--- src/rtl/axi_master_pkg.sv ---
// Shared types and AXI encodings for the FFT-side AXI burst master.
// Holds the controller state encoding and the legal run-length check.
package axi_master_pkg;

  typedef enum logic [2:0] {
    master_IDLE      = 3'd0,
    master_AW        = 3'd1,
    master_W         = 3'd2,
    master_B         = 3'd3,
    master_WAIT_CALC = 3'd4,
    master_AR        = 3'd5,
    master_R         = 3'd6,
    master_DONE      = 3'd7
  } master_fsm;

  localparam logic [1:0] AXI_BURST_INCR = 2'b01;
  localparam logic [2:0] AXI_SIZE_16    = 3'b001;
  localparam logic [2:0] AXI_SIZE_32    = 3'b010;
  localparam int unsigned MAX_BEATS     = 256;

  // A run is legal for 1..MAX_BEATS beats (one INCR burst of at most 256 beats)
  function automatic logic beats_legal(input logic [11:0] n);
    return (n != 12'd0) && (n <= 12'(MAX_BEATS));
  endfunction

endpackage

--- src/rtl/axi_beat_counter.sv ---
// Beat index counter for one AXI burst; i_length carries AXI LEN (beats - 1).
// o_last flags the final beat so the owner can raise LAST or stop the burst.
module axi_beat_counter
  import axi_master_pkg::*;
(
  input  logic       i_clk,
  input  logic       i_rst,
  input  logic       i_clear,
  input  logic       i_enable,
  input  logic [7:0] i_length,
  output logic [7:0] o_count,
  output logic       o_last
);

  logic [7:0] count_r;

  // Beat index, advances once per accepted handshake
  always_ff @(posedge i_clk) begin
    if (i_rst) begin
      count_r <= 8'd0;
    end else if (i_clear) begin
      count_r <= 8'd0;
    end else if (i_enable) begin
      count_r <= count_r + 8'd1;
    end else begin
      count_r <= count_r;
    end
  end

  assign o_count = count_r;
  assign o_last  = (count_r == i_length);

endmodule

--- src/rtl/axi_fft_master.sv ---
// AXI4 master feeding the FFT bridge: one INCR write burst of samples, then
// after the calculation completes one INCR read burst of results into a sink.
module axi_fft_master
  import axi_master_pkg::*;
#(
  parameter int DATA_WIDTH = 32,
  parameter int ID_W_WIDTH = 2,
  parameter int ID_R_WIDTH = 2
) (
  input  logic                  i_clk,
  input  logic                  i_rst,
  input  logic                  i_START,
  input  logic [11:0]           i_SAMPLES_NUMBER,
  input  logic [11:0]           i_BASE_ADDR,
  input  logic [ID_W_WIDTH-1:0] i_TRANS_ID,
  output logic [11:0]           o_SRC_INDEX,
  input  logic [15:0]           i_SRC_DATA,
  input  logic                  i_CALC_END,
  output logic                  o_RES_WRITE,
  output logic [11:0]           o_RES_INDEX,
  output logic [DATA_WIDTH-1:0] o_RES_DATA,
  output logic                  o_BUSY,
  output logic                  o_DONE,
  output logic                  o_ERROR,
  output logic [11:0]           o_AWADDR,
  output logic [7:0]            o_AWLEN,
  output logic [2:0]            o_AWSIZE,
  output logic [1:0]            o_AWBURST,
  output logic [ID_W_WIDTH-1:0] o_AWID,
  output logic                  o_AWVALID,
  input  logic                  i_AWREADY,
  output logic [15:0]           o_WDATA,
  output logic [1:0]            o_WSTRB,
  output logic                  o_WVALID,
  output logic                  o_WLAST,
  input  logic                  i_WREADY,
  input  logic                  i_BVALID,
  input  logic [ID_W_WIDTH-1:0] i_BID,
  output logic                  o_BREADY,
  output logic [11:0]           o_ARADDR,
  output logic [7:0]            o_ARLEN,
  output logic [2:0]            o_ARSIZE,
  output logic [1:0]            o_ARBURST,
  output logic [ID_R_WIDTH-1:0] o_ARID,
  output logic                  o_ARVALID,
  input  logic                  i_ARREADY,
  input  logic [DATA_WIDTH-1:0] i_RDATA,
  input  logic [ID_R_WIDTH-1:0] i_RID,
  input  logic                  i_RVALID,
  input  logic                  i_RLAST,
  output logic                  o_RREADY
);

  master_fsm             state_r;
  logic [7:0]            len_m1_r;
  logic [11:0]           base_r;
  logic [ID_W_WIDTH-1:0] id_r;
  logic                  error_r;
  logic                  calc_seen_r;
  logic                  res_write_r;
  logic [11:0]           res_index_r;
  logic [DATA_WIDTH-1:0] res_data_r;

  logic [7:0] wcnt_s, rcnt_s;
  logic       wlast_s, rlast_s, w_hs_s, r_hs_s, cnt_clear_s, rid_bad_s, calc_window_s;

  assign w_hs_s        = (state_r == master_W) && i_WREADY;
  assign r_hs_s        = (state_r == master_R) && i_RVALID;
  assign cnt_clear_s   = (state_r == master_IDLE);
  assign rid_bad_s     = (i_RID != ID_R_WIDTH'(id_r));
  assign calc_window_s = (state_r == master_W) || (state_r == master_B) ||
                         (state_r == master_WAIT_CALC);

  axi_beat_counter u_wcnt (
    .i_clk(i_clk), .i_rst(i_rst), .i_clear(cnt_clear_s), .i_enable(w_hs_s),
    .i_length(len_m1_r), .o_count(wcnt_s), .o_last(wlast_s)
  );

  axi_beat_counter u_rcnt (
    .i_clk(i_clk), .i_rst(i_rst), .i_clear(cnt_clear_s), .i_enable(r_hs_s),
    .i_length(len_m1_r), .o_count(rcnt_s), .o_last(rlast_s)
  );

  // Run sequencer: bursts, response checks, calc-end latch and result-sink writes
  always_ff @(posedge i_clk) begin
    if (i_rst) begin
      state_r     <= master_IDLE;
      len_m1_r    <= 8'd0;
      base_r      <= 12'd0;
      id_r        <= '0;
      error_r     <= 1'b0;
      calc_seen_r <= 1'b0;
      res_write_r <= 1'b0;
      res_index_r <= 12'd0;
      res_data_r  <= '0;
    end else begin
      res_write_r <= 1'b0;
      if (i_CALC_END && calc_window_s) begin
        calc_seen_r <= 1'b1;
      end
      case (state_r)
        master_IDLE: begin
          if (i_START) begin
            if (beats_legal(i_SAMPLES_NUMBER)) begin
              len_m1_r    <= 8'(i_SAMPLES_NUMBER - 12'd1);
              base_r      <= i_BASE_ADDR;
              id_r        <= i_TRANS_ID;
              error_r     <= 1'b0;
              calc_seen_r <= 1'b0;
              state_r     <= master_AW;
            end else begin
              // Illegal length: report and finish without touching the bus
              error_r <= 1'b1;
              state_r <= master_DONE;
            end
          end
        end
        master_AW: if (i_AWREADY) state_r <= master_W;
        master_W:  if (i_WREADY && wlast_s) state_r <= master_B;
        master_B: begin
          if (i_BVALID) begin
            if (i_BID != id_r) error_r <= 1'b1;
            state_r <= master_WAIT_CALC;
          end
        end
        master_WAIT_CALC: if (calc_seen_r) state_r <= master_AR;
        master_AR: if (i_ARREADY) state_r <= master_R;
        master_R: begin
          if (i_RVALID) begin
            res_write_r <= 1'b1;
            res_index_r <= {4'd0, rcnt_s};
            res_data_r  <= i_RDATA;
            if ((i_RLAST != rlast_s) || rid_bad_s) error_r <= 1'b1;
            // An early RLAST ends the burst as the slave sees it
            if (rlast_s || i_RLAST) state_r <= master_DONE;
          end
        end
        master_DONE: state_r <= master_IDLE;
        default:     state_r <= master_IDLE;
      endcase
    end
  end

  assign o_AWVALID   = (state_r == master_AW);
  assign o_AWADDR    = base_r;
  assign o_AWLEN     = len_m1_r;
  assign o_AWSIZE    = AXI_SIZE_16;
  assign o_AWBURST   = AXI_BURST_INCR;
  assign o_AWID      = id_r;
  assign o_WVALID    = (state_r == master_W);
  assign o_SRC_INDEX = {4'd0, wcnt_s};
  assign o_WDATA     = i_SRC_DATA;
  assign o_WSTRB     = 2'b11;
  assign o_WLAST     = (state_r == master_W) && wlast_s;
  assign o_BREADY    = (state_r == master_B);
  assign o_ARVALID   = (state_r == master_AR);
  assign o_ARADDR    = base_r;
  assign o_ARLEN     = len_m1_r;
  assign o_ARSIZE    = AXI_SIZE_32;
  assign o_ARBURST   = AXI_BURST_INCR;
  assign o_ARID      = ID_R_WIDTH'(id_r);
  assign o_RREADY    = (state_r == master_R);
  assign o_RES_WRITE = res_write_r;
  assign o_RES_INDEX = res_index_r;
  assign o_RES_DATA  = res_data_r;
  assign o_BUSY      = (state_r != master_IDLE);
  assign o_DONE      = (state_r == master_DONE);
  assign o_ERROR     = error_r;

endmodule

--- config.mk ---
export PLATFORM = sky130hd
export DESIGN_NAME = axi_fft_master
export DESIGN_NICKNAME = d
export VERILOG_FILES = /design/src/rtl/axi_master_pkg.sv /design/src/rtl/axi_beat_counter.sv /design/src/rtl/axi_fft_master.sv
export SDC_FILE = /design/constraint.sdc
export NUM_CORES = 1
export LEC_CHECK = 0
export CAP_MARGIN = 20
export CELL_PAD_IN_SITES_DETAIL_PLACEMENT = 1
export CELL_PAD_IN_SITES_GLOBAL_PLACEMENT = 2
export CORE_ASPECT_RATIO = 0.7
export CORE_UTILIZATION = 21
export DETAILED_ROUTE_END_ITERATION = 8
export GPL_ROUTABILITY_DRIVEN = 0
export HOLD_SLACK_MARGIN = 0.06
export PLACE_DENSITY = 0.92
export SKIP_LAST_GASP = 1
export SYNTH_ARGS = -nofsm -noshare
export SYNTH_HDL_FRONTEND = slang
export SYNTH_SLANG_ARGS = --single-unit
--- constraint.sdc ---
create_clock -name i_clk -period 2.3 [get_ports i_clk]
set_input_delay 0.69 -clock i_clk [delete_from_list [all_inputs] [get_ports i_clk]]
set_output_delay 0.69 -clock i_clk [all_outputs]
set_load 0.03 [all_outputs]
Yosys cells after proc, flatten, opt, wreduce, memory -nomap -nowiden:

Cells that the tools add are included.

* bits in registers: 84
* input port bits: 88
* output and inout bits: 138
* word-level logic and storage cells: 80

* $add $sub $neg: 3
* magnitude comparators: 1
* equal/unequal tests: 22
* multiplexer cells: 22
* bitwise gates (word level): 1
* reduce and logical (&&, ||, !) cells: 20

Operator list (count)
* $mux 3: 9
* $pmux 3 s8: 1
* $add 8x1->8 const B: 2
* $eq 8x8->1: 2
* $eq 3x3->1 const B: 4
* $le 12x9->1 const B: 1
* $ne 2x1->1 const B: 6
* $reduce_bool 12->1: 1
* $mux 1: 11
* $ne 2x2->1 const B: 4
* $reduce_and 8->1: 1
* $sub 8x1->8 const B: 1
* $eq 3x2->1 const B: 2
* $logic_and 1x1->1: 6
* $reduce_and 6->1: 1
* $reduce_bool 3->1: 2
* $logic_or 1x1->1: 4
* $ne 2x2->1: 2
* $reduce_or 2->1: 2
* $eq 3x1->1 const B: 1
* $logic_not 3->1: 1
* $pmux 1 s3: 1
* $reduce_and 3->1: 1
* $reduce_and 2->1: 1
* 2 further kinds: 2

Logic depth before layout (Yosys ltp):

Gate-level depths: netlist (run 1).

* word-level depth: 8
* gate-level depth with buffers: 10
* mapped depth without buffers: 9

By module:

From an unflattened synthesis (run 1), not the netlist that was laid out.

* cells, all modules: 516
* area, all modules: 4214.0 um2

Modules (own cells, without submodules)
* axi_fft_master: times used 1, cells an instance 416, area each 3348.2 um2, sequential area each 1361.3 um2
* axi_beat_counter: times used 2, cells an instance 50, area each 432.9 um2, sequential area each 160.2 um2

Worst setup path before layout (run 1):

OpenSTA, ideal clock, no wires.

* path kind: reg2out
* start point: register state_r[1]
* end point: output o_WLAST
* arrival: 1.456 ns
* data required time: 1.610 ns
* path slack: 0.154 ns
* stages on the path, launching flop included: 5
* buffers on the path: 1
* cell sequence: dfxtp_1 > buf_2 > nand2b_2 > nor2_1 > and3_1

* cells in the longest elaborated chain, start to end: 2

RTL lines
* from (decl): RTL line axi_fft_master.sv:54 `master_fsm state_r;`
* from (signal assigned): RTL line axi_fft_master.sv:87 `state_r <= master_IDLE;`
* from (signal assigned): RTL line axi_fft_master.sv:110 `state_r <= master_AW;`
* from (signal assigned): RTL line axi_fft_master.sv:114 `state_r <= master_DONE;`
* $eq 3x2->1
* net o_WVALID: RTL line axi_fft_master.sv:34 `output logic o_WVALID,`
* $logic_and 1x1->1: RTL line axi_fft_master.sv:154 `assign o_WLAST = (state_r == master_W) && wlast_s;`
* to (decl): RTL line axi_fft_master.sv:35 `output logic o_WLAST,`

The timed path passes the listed nets, and every way through them passes these cells.

Worst setup path in the final report (run 1):

* start point: register len_m1_r[6] (netlist: o_ARLEN[6])
* end point: output o_WLAST

* cells in the longest elaborated chain, start to end: 2

RTL lines
* from (decl): RTL line axi_fft_master.sv:55 `logic [7:0] len_m1_r;`
* from (signal assigned): RTL line axi_fft_master.sv:105 `len_m1_r <= 8'(i_SAMPLES_NUMBER - 12'd1);`
* $eq 8x8->1: RTL line axi_beat_counter.sv:31 `assign o_last = (count_r == i_length);`
* $logic_and 1x1->1: RTL line axi_fft_master.sv:154

No other way between the ends.

==> impl_metrics.json, run 1 <==
{
  "outcome": "finished with violations",
  "violations": "negative setup slack",
  "insertion_delay_ps": 340,
  "nFillCells": 2259,
  "core_um2": 19100,
  "wl_per_cell_um": 15.1,
  "maxSlewViolCount": 0,
  "ff2ff_path_depth": 10,
  "synth_area_um2": 4150,
  "syn2layout_area_growth_pct": 56.6,
  "synth_top_area_share_pct": 40.5,
  "num_rows": 42,
  "synth_cells": 489,
  "async_reset_ff_share_pct": 0,
  "max-clock-path-buffers": 2,
  "tns_ps": -59.1,
  "diodes": 0,
  "clk_transition_reported_paths_ps": 60,
  "setup_viol": 1,
  "yosysSeqAreaShare_pct": 40.5,
  "ant_nets": 0,
  "p_per_area_nw_per_um2": 706,
  "antenna_found_initial": 0,
  "dr.pass1.iters": 4,
  "setup.worst_path.end": "o_WLAST",
  "grt-ovfl-total": 0,
  "start_kind": "flip-flop",
  "synth_cell_types": 47,
  "leakagePower_nw": 2.58,
  "drt_iter0_markers": 120,
  "cpMaxStageDelayCell": "dfxtp_4",
  "cp-startpoint": "o_ARLEN[6]",
  "crit_buf_inv": 2,
  "vias": 3766,
  "fin_util_pct": 33.9,
  "mostFrequentLayoutCells": "clkdlybuf4s50_1 (151), nand2_1 (95), dfxtp_1 (74)",
  "root_buffer": "clkbuf_16",
  "end_kind": "output port",
  "drc": 0,
  "die_area_um2": 20300,
  "initial_core_util_pct": 21.7,
  "layout.cells.most_common": "clkdlybuf4s50_1",
  "numCtsBuffers": 9,
  "rsz0062_at_grt": "true",
  "cts_tree": "done",
  "synthTopCellsByArea": "dfxtp_1 (41%), buf_4 (11%), nand2_1 (8.6%), xor2_1 (7.4%), a21oi_1 (5.3%)",
  "top_level_ports": 226,
  "hold_class": "flip-flop to flip-flop",
  "critPathKind": "flip-flop to output port",
  "ff2ff_setup_slack_ps": 130,
  "grt_pass1_vias": 3839,
  "viasPerCell": 4.06,
  "fin_crit_ps": 2360,
  "hold_viol_final": 0,
  "fin_ws_ps": -59.1,
  "yosys_warnings": 0,
  "grt_pass1_wl_um": 21100,
  "clock-sinks": 84,
  "die_h_um": 120,
  "synth-edff-count": 0,
  "critical_path.top_delay_family": "simple AND/OR/NAND/NOR gates",
  "critPathMaxStageDelay_ps": 370,
  "layout-drive-gt1-share_pct": 16.6,
  "dieWidth_um": 170,
  "h-tree-depth": 3,
  "io_buffer_count": 173,
  "syn_area_per_cell_um2": 8.48,
  "ys_ff_latch": 84,
  "crit_arrival_ps": 1670,
  "fmax_ghz": 0.424,
  "drv_cap": 0,
  "synth_top_cell_by_area": "dfxtp_1",
  "dp_hpwl_um": 10600,
  "finClkSkew_ps": 5.66,
  "worstSetupPathDepth": 5,
  "worstPathRequired_ps": 1610,
  "crit_fanout": 4,
  "drt_wl_total_um": 14000,
  "synth_top_flop_cell": "dfxtp_1",
  "peakVddDrop_v": 0.000290,
  "r2r-end": "state_r[1]",
  "path_cells": "xor2_1, nor4_1, buf_4, and3_4, buf_6",
  "hold_ws_ps": 451,
  "nets": 752,
  "track_usage_pct": 13.6,
  "post-route-period-util_pct": 103,
  "grt_start_max_net_pins": 43,
  "r2r_start": "o_ARLEN[7]"
}
==> per-stage QoR <==
stage / power [mW] / area, µm² / worst slack, ps / std cells
after floorplan: 2.62 / 4220 / 154 / 507
after global placement: 3.25 / 6060 / -305 / 901
after detailed placement: 3.28 / 6060 / -403 / 901
after CTS: 4.65 / 6330 / -189 / 918
after global routing: 4.85 / 6490 / -147 / 928
final: 4.58 / 6490 / -59.1 / 928
==> layout make-up <==
type | instances | area (µm²) | share of cell area, %
well taps | 264 | 330 | 5.09
clock inverters | 4 | 26.3 | 0.405
clock buffers | 12 | 236 | 3.64
multi-input cells | 331 | 1940 | 29.9
flip-flops and latches | 84 | 1700 | 26.2
inverters | 6 | 22.5 | 0.347
repair buffers | 227 | 2230 | 34.4
==> report_power, final <==
group / internal, mW / total (mW) / switching [mW]
Sequential: 1.54 / 1.62 / 0.0769
Clock: 0.732 / 1.34 / 0.606
Combinational: 0.731 / 1.63 / 0.895
Total: 3.00 / 4.58 / 1.58
==> registers in the layout, summed over array words and instances (netlist names), 2 cells and up <==
register        count
o_ARID              2
o_ARLEN             8
u_wcnt.o_count      8
o_ARADDR           12
u_rcnt.o_count      8
o_RES_INDEX         8
o_RES_DATA         32
state_r             3
==> synthesized netlist by cell type (6+ instances only) <==
cell and count:
nor3_1 6, dfxtp_1 84, xor2_1 35, inv_1 6, a21oi_1 44, nand2_1 95
a211oi_2 7, nor2_2 7, buf_4 60, nand4_1 6, clkbuf_1 15, nor2_1 45
mux2i_1 16
==> per-layer routing <==
| metal | global-route usage [%] | vias to the layer above | share of wire [%] |
|---|---|---|---|
| met5 | 0 | - | 0 |
| met4 | 2.87 | 0 | 0.77 |
| met3 | 5.84 | 11 | 9.1 |
| met2 | 22.9 | 141 | 48 |
| met1 | 15.9 | 1753 | 42 |
| li1 | - | 1861 | - |
==> logic make-up (layout without fill, tap and decap cells) <==
group	Yosys count	count (layout)	synth area share (%)
muxes	17	17	4.13
adders and majority gates	5	5	1.51
xor gates and xnor gates	39	39	8.24
AOI/OAI and AO/OA	63	63	9.92
and+or+nand+nor	187	187	20.5
other	2	20	0.181
buffers and inverters	92	249	15.0
DFF	84	84	40.5
==> how the worst min path moves through the flow <==
stage                                 start              to  cells after the start
after floorplan           u_rcnt.o_count[7]  o_RES_INDEX[7]                      2
after CTS                    o_RES_DATA[24]  o_RES_DATA[24]                      2
after global routing          o_RES_DATA[3]   o_RES_DATA[3]                      2
final                         o_RES_DATA[3]   o_RES_DATA[3]                      2
after detailed placement      o_RES_DATA[3]   o_RES_DATA[3]                      2
after global placement       o_RES_DATA[14]  o_RES_DATA[14]                      2
==> worst min-delay path, stage by stage, from the launching register on <==
cell	delay [ps]
dfxtp_1	310
nand2_1	50
a21oi_1	50
==> what timing repair did <==
item | 4_1_cts | 5_1_grt
setup endpoints to repair | 15 | 28
cloned | 0 | 2
setup buffers | 1 | 8
pin swaps | 1 | 7
hold buffers | 0 | 0
resized for setup | 13 | 22
Power figures use the tool's default switching activity.
==> run 2: changes to the inputs <==
--- a/config.mk
+++ b/config.mk
@@ -5,15 +5,16 @@
 export SDC_FILE = /design/constraint.sdc
 export NUM_CORES = 1
 export LEC_CHECK = 0
-export CAP_MARGIN = 20
+export CAP_MARGIN = 40
 export CELL_PAD_IN_SITES_DETAIL_PLACEMENT = 1
 export CELL_PAD_IN_SITES_GLOBAL_PLACEMENT = 2
 export CORE_ASPECT_RATIO = 0.7
-export CORE_UTILIZATION = 21
+export CORE_UTILIZATION = 23
+export CTS_CLUSTER_SIZE = 20
 export DETAILED_ROUTE_END_ITERATION = 8
 export GPL_ROUTABILITY_DRIVEN = 0
 export HOLD_SLACK_MARGIN = 0.06
-export PLACE_DENSITY = 0.92
+export PLACE_DENSITY = 0.95
 export SKIP_LAST_GASP = 1
 export SYNTH_ARGS = -nofsm -noshare
 export SYNTH_HDL_FRONTEND = slang
==> constraint.sdc (replaced) <==
create_clock -name i_clk -period 2.8 [get_ports i_clk]
set_input_delay 0.84 -clock i_clk [delete_from_list [all_inputs] [get_ports i_clk]]
set_output_delay 0.84 -clock i_clk [all_outputs]
set_load 0.03 [all_outputs]
==> impl_metrics.json, run 2 (synthesized netlist as in run 1, its figures left out) <==
{
  "maxSlewViolCount": 0,
  "drt_wl_total_um": 13000,
  "dr.pass1.iters": 4,
  "critPathMaxStageDelay_ps": 680,
  "viasPerCell": 4.22,
  "grt_pass1_vias": 3582,
  "setup_viol": 0,
  "layout-drive-gt1-share_pct": 9.06,
  "worstPathRequired_ps": 1960,
  "insertion_delay_ps": 340,
  "leakagePower_nw": 2.30,
  "finClkSkew_ps": 8.11,
  "cp-startpoint": "state_r[1]",
  "p_clk_share_pct": 32.4,
  "worstSetupPathDepth": 4,
  "dp_cells": 844,
  "clk_transition_reported_paths_ps": 60,
  "grt-ovfl-total": 0,
  "crit_fanout": 7,
  "antenna_found_initial": 1,
  "die_h_um": 114,
  "end_kind": "output port",
  "drv_cap": 0,
  "hold_class": "flip-flop to flip-flop",
  "fin_util_pct": 35.1,
  "drc": 0,
  "largest_reg_flops": 32,
  "instances_no_fill": 861,
  "p_per_area_nw_per_um2": 611,
  "max-clock-path-buffers": 2,
  "path_cells": "buf_4, nand2b_1, nor2_1, clkdlybuf4s50_1",
  "multi_input_area_um2": 1920,
  "layout.cells.most_common": "clkdlybuf4s50_1",
  "root_buffer": "clkbuf_16",
  "ff2ff_path_depth": 9,
  "p_sw_share_pct": 33.2,
  "initial_core_util_pct": 23.8,
  "crit_arrival_ps": 1830,
  "start_kind": "flip-flop",
  "hold_viol_final": 0,
  "cts_tree": "done",
  "peakVddDrop_v": 0.000223,
  "post-route-period-util_pct": 95.3,
  "worst_pin_slew_ps": 849,
  "ff2ff_setup_slack_ps": 410,
  "dp_hpwl_um": 9740,
  "outcome": "finished, final reports clean",
  "io_buffer_count": 173,
  "crit_buf_inv": 2,
  "r2r-end": "state_r[1]",
  "fmax_ghz": 0.375,
  "nets": 717,
  "numCtsBuffers": 9,
  "die_area_um2": 18600,
  "setup.worst_path.end": "o_ARVALID",
  "ant_nets": 0,
  "regArea_um2": 1680,
  "critical_path.top_delay_family": "buffers and inverters",
  "critPathKind": "flip-flop to output port",
  "drt_iter0_markers": 88,
  "nFillCells": 2046,
  "mostFrequentLayoutCells": "clkdlybuf4s50_1 (167), nand2_1 (95), dfxtp_1 (84)",
  "h-tree-depth": 3,
  "p_sw_mw": 1.24,
  "top_level_ports": 226,
  "grt_start_max_net_pins": 69,
  "rsz0062_at_grt": "false",
  "fin_crit_ps": 2670,
  "core_um2": 17400,
  "track_usage_pct": 14.0,
  "dieWidth_um": 163,
  "syn2layout_area_growth_pct": 47.5,
  "clock-sinks": 84,
  "slew_headroom_pct": 43.4,
  "grt_pass1_wl_um": 19500,
  "p_seq_share_pct": 35.6,
  "cpMaxStageDelayCell": "clkdlybuf4s50_1",
  "p_int_mw": 2.50,
  "num_rows": 40,
  "hold-path-cell-count": 2,
  "r2r_start": "o_ARLEN[7]",
  "combPwrFrac_pct": 32.0,
  "vias": 3630,
  "hold_ws_ps": 454,
  "wl_per_cell_um": 15.1
}
run 2: power by group through the flow:
stage | sequential (mW) | clock [mW] | combinational, mW
final | 1.33 | 1.21 | 1.19
after floorplan | 1.42 | 0 | 0.726
after global routing | 1.34 | 1.31 | 1.30
after global placement | 1.36 | 0 | 1.21
after CTS | 1.33 | 1.27 | 1.23
after detailed placement | 1.36 | 0 | 1.22
run 2: final cells by class:
class,instances,share of cell area [%]
tap,231,4.72
sequential,84,27.5
timing repair buffer,192,31.2
clock buffer,13,4.09
inverter,6,0.368
multi-input combinational,331,31.3
antenna,1,0.0409
clock inverter,3,0.757
run 2: per-stage QoR:
step                setup slack, ps  setup TNS, ps  power [mW]  area, µm²
finish                          131              0        3.74       6120
global route                   38.5              0        3.95       6110
CTS                           0.726              0        3.83       6110
detailed placement            -47.0           -377        2.58       5810
global placement               23.4              0        2.57       5810
floorplan                       504              0        2.15       4220
run 2: tightest hold or removal path: stages (launching register included):
cell,delay [ps]
dfxtp_1,310
nand2_1,50
a21oi_1,50
run 2: worst min-delay path by stage:
stage	start	to	slack [ps]
finish	o_RES_INDEX[2]	o_RES_INDEX[2]	450
global route	o_RES_DATA[8]	o_RES_DATA[8]	470
CTS	o_RES_INDEX[2]	o_RES_INDEX[2]	460
detailed placement	o_RES_INDEX[2]	o_RES_INDEX[2]	450
global placement	o_RES_DATA[22]	o_RES_DATA[22]	440
floorplan	u_rcnt.o_count[7]	o_RES_INDEX[7]	470
run 2: per-layer routing:
layer  GRT usage, %  routed length [µm]  vias to the layer above
met5              0                   0                        -
met4           3.33                 124                        0
met3           6.63                1260                       11
met2           21.6                5770                      132
met1           17.5                5800                     1694
li1               -                   -                     1793
run 2: repair_timing:
action,in CTS,in global routing
buffers inserted,0,0
setup endpoints to repair,0,3
resized for setup,0,3
hold buffers,0,0
